**src/rtl/lsu_pkg.sv**
```systemverilog
// Shared types and funct3 encodings for the load/store unit.
package lsu_pkg;

  typedef enum logic [1:0] {
    IDLE = 2'd0,
    REQ  = 2'd1,
    WAIT = 2'd2,
    RESP = 2'd3
  } lsu_state_e;

  localparam logic [2:0] F3_B  = 3'b000;
  localparam logic [2:0] F3_H  = 3'b001;
  localparam logic [2:0] F3_W  = 3'b010;
  localparam logic [2:0] F3_BU = 3'b100;
  localparam logic [2:0] F3_HU = 3'b101;

  // Unsigned variants only exist for loads.
  function automatic logic f3_legal(input logic [2:0] f3, input logic is_store);
    logic ok;
    case (f3)
      F3_B, F3_H, F3_W: ok = 1'b1;
      F3_BU, F3_HU:     ok = ~is_store;
      default:          ok = 1'b0;
    endcase
    return ok;
  endfunction

endpackage

```
**src/rtl/lsu_align.sv**
```systemverilog
// Combinational lane steering for stores, extract/extend for loads, and access legality.
module lsu_align
  import lsu_pkg::*;
(
  input  logic        i_read,
  input  logic        i_write,
  input  logic [2:0]  i_funct3,
  input  logic [1:0]  i_addr_lo,
  input  logic [31:0] i_store_data,
  input  logic [2:0]  i_ld_funct3,
  input  logic [1:0]  i_ld_addr_lo,
  input  logic [31:0] i_rdata,
  output logic [31:0] o_wdata,
  output logic [3:0]  o_wstrb,
  output logic        o_illegal,
  output logic [31:0] o_load_data
);

  logic        w_misalign;
  logic [31:0] w_shifted;

  // Store data replication and byte strobes
  always_comb begin
    o_wdata = 32'h0000_0000;
    o_wstrb = 4'b0000;
    case (i_funct3)
      F3_B: begin
        o_wdata = {4{i_store_data[7:0]}};
        o_wstrb = 4'b0001 << i_addr_lo;
      end
      F3_H: begin
        o_wdata = {2{i_store_data[15:0]}};
        o_wstrb = 4'b0011 << i_addr_lo;
      end
      F3_W: begin
        o_wdata = i_store_data;
        o_wstrb = 4'b1111;
      end
      default: begin
        o_wdata = 32'h0000_0000;
        o_wstrb = 4'b0000;
      end
    endcase
  end

  // Misalignment and illegal-encoding detect
  always_comb begin
    w_misalign = 1'b0;
    case (i_funct3)
      F3_H, F3_HU: w_misalign = i_addr_lo[0];
      F3_W:        w_misalign = (i_addr_lo != 2'b00);
      default:     w_misalign = 1'b0;
    endcase
    o_illegal = (i_read & i_write) | ~f3_legal(i_funct3, i_write) | w_misalign;
  end

  // Load byte/half extraction and extension
  always_comb begin
    w_shifted   = i_rdata >> {i_ld_addr_lo, 3'b000};
    o_load_data = 32'h0000_0000;
    case (i_ld_funct3)
      F3_B:    o_load_data = {{24{w_shifted[7]}}, w_shifted[7:0]};
      F3_H:    o_load_data = {{16{w_shifted[15]}}, w_shifted[15:0]};
      F3_W:    o_load_data = i_rdata;
      F3_BU:   o_load_data = {24'h00_0000, w_shifted[7:0]};
      F3_HU:   o_load_data = {16'h0000, w_shifted[15:0]};
      default: o_load_data = 32'h0000_0000;
    endcase
  end

endmodule

```
**src/rtl/load_store_unit.sv**
```systemverilog
// Memory stage: one req/gnt/rvalid data-bus transaction per instruction, stalls until done.
module load_store_unit
  import lsu_pkg::*;
#(
  parameter int TIMEOUT_CYCLES = 16
) (
  input  logic        clk,
  input  logic        rst_n,
  input  logic        MemValid,
  input  logic        MemRead,
  input  logic        MemWrite,
  input  logic [2:0]  funct3,
  input  logic [31:0] ALUout,
  input  logic [31:0] RegOp2,
  output logic        mem_req,
  output logic        mem_we,
  output logic [31:0] mem_addr,
  output logic [31:0] mem_wdata,
  output logic [3:0]  mem_wstrb,
  input  logic        mem_gnt,
  input  logic        mem_rvalid,
  input  logic [31:0] mem_rdata,
  output logic        LsuStall,
  output logic        LsuDone,
  output logic        LsuFault,
  output logic [31:0] LoadData
);

  localparam int CW = $clog2(TIMEOUT_CYCLES + 1);
  localparam logic [CW-1:0] CNT_LAST = CW'(TIMEOUT_CYCLES - 1);

  lsu_state_e  r_state;
  logic [CW-1:0] r_cnt;
  logic [1:0]  r_addr_lo;
  logic [2:0]  r_funct3;
  logic        r_req;
  logic        r_we;
  logic [31:0] r_addr;
  logic [31:0] r_wdata;
  logic [3:0]  r_wstrb;
  logic        r_done;
  logic        r_fault;
  logic [31:0] r_load_data;

  logic        w_start;
  logic        w_timeout;
  logic        w_illegal;
  logic [31:0] w_wdata;
  logic [3:0]  w_wstrb;
  logic [31:0] w_load_data;

  assign w_start   = MemValid & (MemRead | MemWrite);
  // >= because a load granted on the last REQ cycle enters WAIT one past CNT_LAST.
  assign w_timeout = (r_cnt >= CNT_LAST);

  lsu_align u_align (
    .i_read       (MemRead),
    .i_write      (MemWrite),
    .i_funct3     (funct3),
    .i_addr_lo    (ALUout[1:0]),
    .i_store_data (RegOp2),
    .i_ld_funct3  (r_funct3),
    .i_ld_addr_lo (r_addr_lo),
    .i_rdata      (mem_rdata),
    .o_wdata      (w_wdata),
    .o_wstrb      (w_wstrb),
    .o_illegal    (w_illegal),
    .o_load_data  (w_load_data)
  );

  // Transaction FSM with timeout counter and registered bus/pipeline outputs
  always_ff @(posedge clk or negedge rst_n) begin
    if (!rst_n) begin
      r_state     <= IDLE;
      r_cnt       <= '0;
      r_addr_lo   <= 2'b00;
      r_funct3    <= 3'b000;
      r_req       <= 1'b0;
      r_we        <= 1'b0;
      r_addr      <= 32'h0000_0000;
      r_wdata     <= 32'h0000_0000;
      r_wstrb     <= 4'b0000;
      r_done      <= 1'b0;
      r_fault     <= 1'b0;
      r_load_data <= 32'h0000_0000;
    end else begin
      case (r_state)
        IDLE: begin
          if (w_start) begin
            r_addr    <= {ALUout[31:2], 2'b00};
            r_addr_lo <= ALUout[1:0];
            r_funct3  <= funct3;
            r_we      <= MemWrite;
            r_wdata   <= w_wdata;
            r_wstrb   <= w_wstrb;
            if (w_illegal) begin
              r_state     <= RESP;
              r_done      <= 1'b1;
              r_fault     <= 1'b1;
              r_load_data <= 32'h0000_0000;
            end else begin
              r_state <= REQ;
              r_req   <= 1'b1;
              r_cnt   <= '0;
            end
          end
        end
        REQ: begin
          if (mem_gnt) begin
            r_req <= 1'b0;
            r_cnt <= r_cnt + 1'b1;
            if (r_we) begin
              r_state <= RESP;
              r_done  <= 1'b1;
              r_fault <= 1'b0;
            end else begin
              r_state <= WAIT;
            end
          end else if (w_timeout) begin
            r_req       <= 1'b0;
            r_state     <= RESP;
            r_done      <= 1'b1;
            r_fault     <= 1'b1;
            r_load_data <= 32'h0000_0000;
          end else begin
            r_cnt <= r_cnt + 1'b1;
          end
        end
        WAIT: begin
          if (mem_rvalid) begin
            r_state     <= RESP;
            r_done      <= 1'b1;
            r_fault     <= 1'b0;
            r_load_data <= w_load_data;
          end else if (w_timeout) begin
            r_state     <= RESP;
            r_done      <= 1'b1;
            r_fault     <= 1'b1;
            r_load_data <= 32'h0000_0000;
          end else begin
            r_cnt <= r_cnt + 1'b1;
          end
        end
        RESP: begin
          r_state <= IDLE;
          r_done  <= 1'b0;
          r_fault <= 1'b0;
        end
        default: begin
          r_state <= IDLE;
          r_req   <= 1'b0;
          r_done  <= 1'b0;
          r_fault <= 1'b0;
        end
      endcase
    end
  end

  assign LsuStall  = rst_n & (((r_state == IDLE) & w_start) | (r_state == REQ) | (r_state == WAIT));
  assign mem_req   = r_req;
  assign mem_we    = r_we;
  assign mem_addr  = r_addr;
  assign mem_wdata = r_wdata;
  assign mem_wstrb = r_wstrb;
  assign LsuDone   = r_done;
  assign LsuFault  = r_fault;
  assign LoadData  = r_load_data;

endmodule

```
**config.mk**
```make
export PLATFORM = sky130hd
export DESIGN_NAME = load_store_unit
export DESIGN_NICKNAME = d
export VERILOG_FILES = /design/src/rtl/lsu_pkg.sv /design/src/rtl/lsu_align.sv /design/src/rtl/load_store_unit.sv
export SDC_FILE = /design/constraint.sdc
export NUM_CORES = 1
export LEC_CHECK = 0
export BUFFER_PORTS_ARGS = -buffer_cell sky130_fd_sc_hd__clkbuf_2
export CAP_MARGIN = 30
export CELL_PAD_IN_SITES_DETAIL_PLACEMENT = 2
export CELL_PAD_IN_SITES_GLOBAL_PLACEMENT = 2
export CORE_UTILIZATION = 33
export DETAILED_ROUTE_END_ITERATION = 16
export PLACE_DENSITY_LB_ADDON = 0.1
export SLEW_MARGIN = 20
export SYNTH_ARGS = -nofsm -noshare
export SYNTH_HDL_FRONTEND = slang
export SYNTH_HIERARCHICAL = 1
export SYNTH_SLANG_ARGS = --single-unit
```
**constraint.sdc**
```tcl
create_clock -name clk -period 3.15 [get_ports clk]
set_input_delay 0.4725 -clock clk [delete_from_list [all_inputs] [get_ports clk]]
set_output_delay 0.4725 -clock clk [all_outputs]
set_load 0.01 [all_outputs]
```
==> results.py <==
metrics = {
    "yosys": {
        "ys_ff_latch": 114,
        "synthFlopType": "dfrtp_1",
        "synthCells": 558,
        "yosysWarnings": 6,
        "synth_top_area_cell": "dfrtp_1",
        "synth_area_sq_um": 6050,
        "ys_top_cells_by_area": "dfrtp_1 47%, mux2_2 13%, a22o_1 4.9%",
        "async_reset_ff_share_pct": 100,
        "synth_cell_types": 60,
        "yosysSeqAreaShare_pct": 47.1,
        "synth_common_cells": "114 x dfrtp_1, 69 x mux2_2, 69 x nand2_1",
        "synth_edf_count": 0,
        "synth_most_common_cell": "dfrtp_1",
        "netlist.area_leader.share_pct": 47.1,
        "syn_area_per_cell_sq_um": 10.9,
    },
    "sta": {
        "slew_viol_final": 0,
        "fin_crit_ns": 2.63,
        "whs_ns": 0.00396,
        "tightest_slew_ns": 0.769,
        "finalHoldViolCount": 0,
        "finClkSkew_ns": 0.00891,
        "setup-tns-final_ns": 0,
        "rsz0062_at_grt": "false",
        "setup_violations": 0,
        "slew_headroom_pct": 48.6,
        "period_share_pct": 83.4,
        "clock.fmax_mhz": 381,
    },
    "final_layout": {
        "areaGrowthSynthToFinish_pct": 29.9,
        "drive_gt1_share_pct": 43.5,
        "fill_cells": 1954,
        "final_util_pct": 43.8,
        "antenna_cells": 0,
        "fin_nets": 870,
        "fin_cells": 999,
    },
    "clock_network": {
        "cts_num_sinks": 114,
        "htreeDepth": 4,
        "cts_setup_buffers": 0,
        "cts_buffer_depth": 2,
        "cts_resized": 0,
        "cts_tree": "done",
        "cts-hold-fix-buffers": 0,
        "root_buffer": "clkbuf_16",
        "cts_made_buffers": 17,
        "insertion_delay_ns": 0.42,
        "clk_pin_slew_ns": 0.06,
    },
    "die": {
        "coreArea_sq_um": 18000,
        "std_cell_rows": 49,
        "dieWidth_um": 137,
        "start_util_pct": 33.7,
        "ios": 211,
        "dieHeight_um": 137,
        "dieArea_sq_um": 18900,
    },
    "critical_path": {
        "critPathLaunchType": "flip-flop",
        "rr_worst_depth": 4,
        "required_ns": 2.68,
        "criticalPathCategory": "reg2out",
        "r2r-start": "r_addr_lo[0]",
        "cp_max_fo": 19,
        "setup.worst_path.end_class": "primary output",
        "r2r_setup_slack_ns": 0.87,
        "cp_data_arrival_time_ns": 2.15,
        "reg2reg_to": "LoadData[8]",
    },
    "placed_design": {
        "place_hpwl_mm": 15.1,
        "numPortBuffers": 208,
        "numPlacedInstances": 967,
        "routabilityCongestion": 0.815,
    },
    "routing": {
        "avgRoutedWirePerCell_um": 20.7,
        "dr.first_iter.drc_count": 203,
        "first_pass_iters": 4,
        "wl_mm": 20.7,
        "num_vias": 5281,
        "vias_per_cell": 5.29,
        "drc": 0,
        "ant_nets": 0,
    },
    "global_route": {
        "grt_overflow": 0,
        "grt_max_degree": 56,
        "grt_pass1_wl_mm": 31.4,
        "grt_usage_pct": 22.2,
        "antenna_found_initial": 0,
        "grt_pass1_vias": 5699,
    },
    "power_and_ir_drop": {
        "p_int_w": 0.00472,
        "p_switching_w": 0.00305,
        "p_seq_share_pct": 32.7,
        "leakagePower_nw": 3.89,
        "total_power_w": 0.00776,
        "p_sw_share_pct": 39.2,
        "p_per_area_nw_per_um2": 987,
        "clkPwrFrac_pct": 26.1,
        "ir_worst_vdd_mv": 0.477,
        "power_frac_comb_pct": 41.2,
    },
    "worst_hold_path": {
        "worstHoldPathType": "in2async",
    },
    "status": {
        "status": "finished, final reports clean",
    },
    "run": {
        "timing.max_cap.violations": 0,
    },
}
final cells by class:
cell class	instances	area (sq um)	area share, %
clock inverters	13	176	2.24
inverters	7	26.3	0.334
well taps	229	287	3.64
multi-input cells	398	2950	37.5
clock buffers	19	433	5.50
flip-flops and latches	114	2850	36.3
repair buffers	219	1140	14.5
kinds of logic (layout without fill, tap and decap cells):
family          count (synthesis)  count (layout)  share of synthesized area [%]
simple gates                  144             144                           11.7
buf+inv                        47             258                           4.32
mux                            84              84                           16.0
flops                         114             114                           47.1
compound gates                161             161                           19.4
other cells                     1               2                         0.0619
fa+ha+maj                       7               7                           1.45
critical path: stages, from the launching register on:
cell	delay, ns
dfrtp_1	0.41
inv_1	0.13
ha_1	0.48
nand2_4	0.28
a21boi_0	0.25
clkbuf_2	0.17
worst max path at each step:
stage / slack (ns) / endpoint / startpoint
2_1_floorplan: 1.02 / LoadData[0] / funct3[0]
3_3_place_gp: 0.85 / r_cnt[0] / ALUout[0]
3_5_place_dp: 0.80 / r_cnt[0] / ALUout[0]
4_1_cts: 0.44 / LsuStall / r_state[0]
5_1_grt: 0.31 / LsuStall / r_state[1]
6_report: 0.52 / LsuStall / r_state[0]
stage by stage:
step | cell area (sq um) | worst slack [ns]
after CTS | 7870 | 0.444
after detailed placement | 7260 | 0.796
final | 7870 | 0.523
after global routing | 7870 | 0.315
after floorplan | 6060 | 1.02
after global placement | 7260 | 0.852
power groups by stage:
stage          clock [W]  sequential, W  combinational [W]
6_report         0.00203        0.00254            0.00320
5_1_grt          0.00213        0.00263            0.00349
4_1_cts          0.00207        0.00255            0.00323
3_5_place_dp           0        0.00256            0.00320
3_3_place_gp           0        0.00250            0.00308
2_1_floorplan          0        0.00263            0.00188
layer usage:
| layer | track usage (%) | up-vias | share of wire (%) |
|---|---|---|---|
| met5 | 0 | - | 0 |
| met4 | 7.14 | 0 | 1.4 |
| met3 | 6.62 | 21 | 6.0 |
| met2 | 37.3 | 157 | 50 |
| met1 | 27.1 | 2685 | 43 |
| li1 | - | 2418 | - |
sequential cells by signal (all words and copies together) (netlist names), 2 cells and up:
signal	cells
r_cnt	5
r_state	2
mem_addr	30
LoadData	32
mem_wstrb	4
r_addr_lo	2
r_funct3	3
mem_wdata	32
layout by cell type (no fill, tap or decap), types with 4 or more instances in the layout:
cell type / netlist / final
mux2_2: 69 / 69
mux2_1: 12 / 12
o31ai_1: 9 / 9
buf_4: 3 / 11
o211ai_1: 4 / 4
nand2b_1: 9 / 9
ha_1: 7 / 7
dfrtp_1: 114 / 114
nand3_1: 9 / 9
o21ai_0: 25 / 25
and2_1: 9 / 9
a211oi_1: 8 / 8
nand2_1: 69 / 69
a22o_1: 34 / 34
a22oi_1: 9 / 9
a21o_1: 17 / 17
nor2_1: 15 / 15
clkbuf_16: 0 / 17
nor2b_1: 12 / 12
inv_1: 7 / 7
a21oi_1: 28 / 28
o21a_1: 4 / 4
clkbuf_2: 0 / 207
No activity file was read; power rests on OpenSTA's default activity.
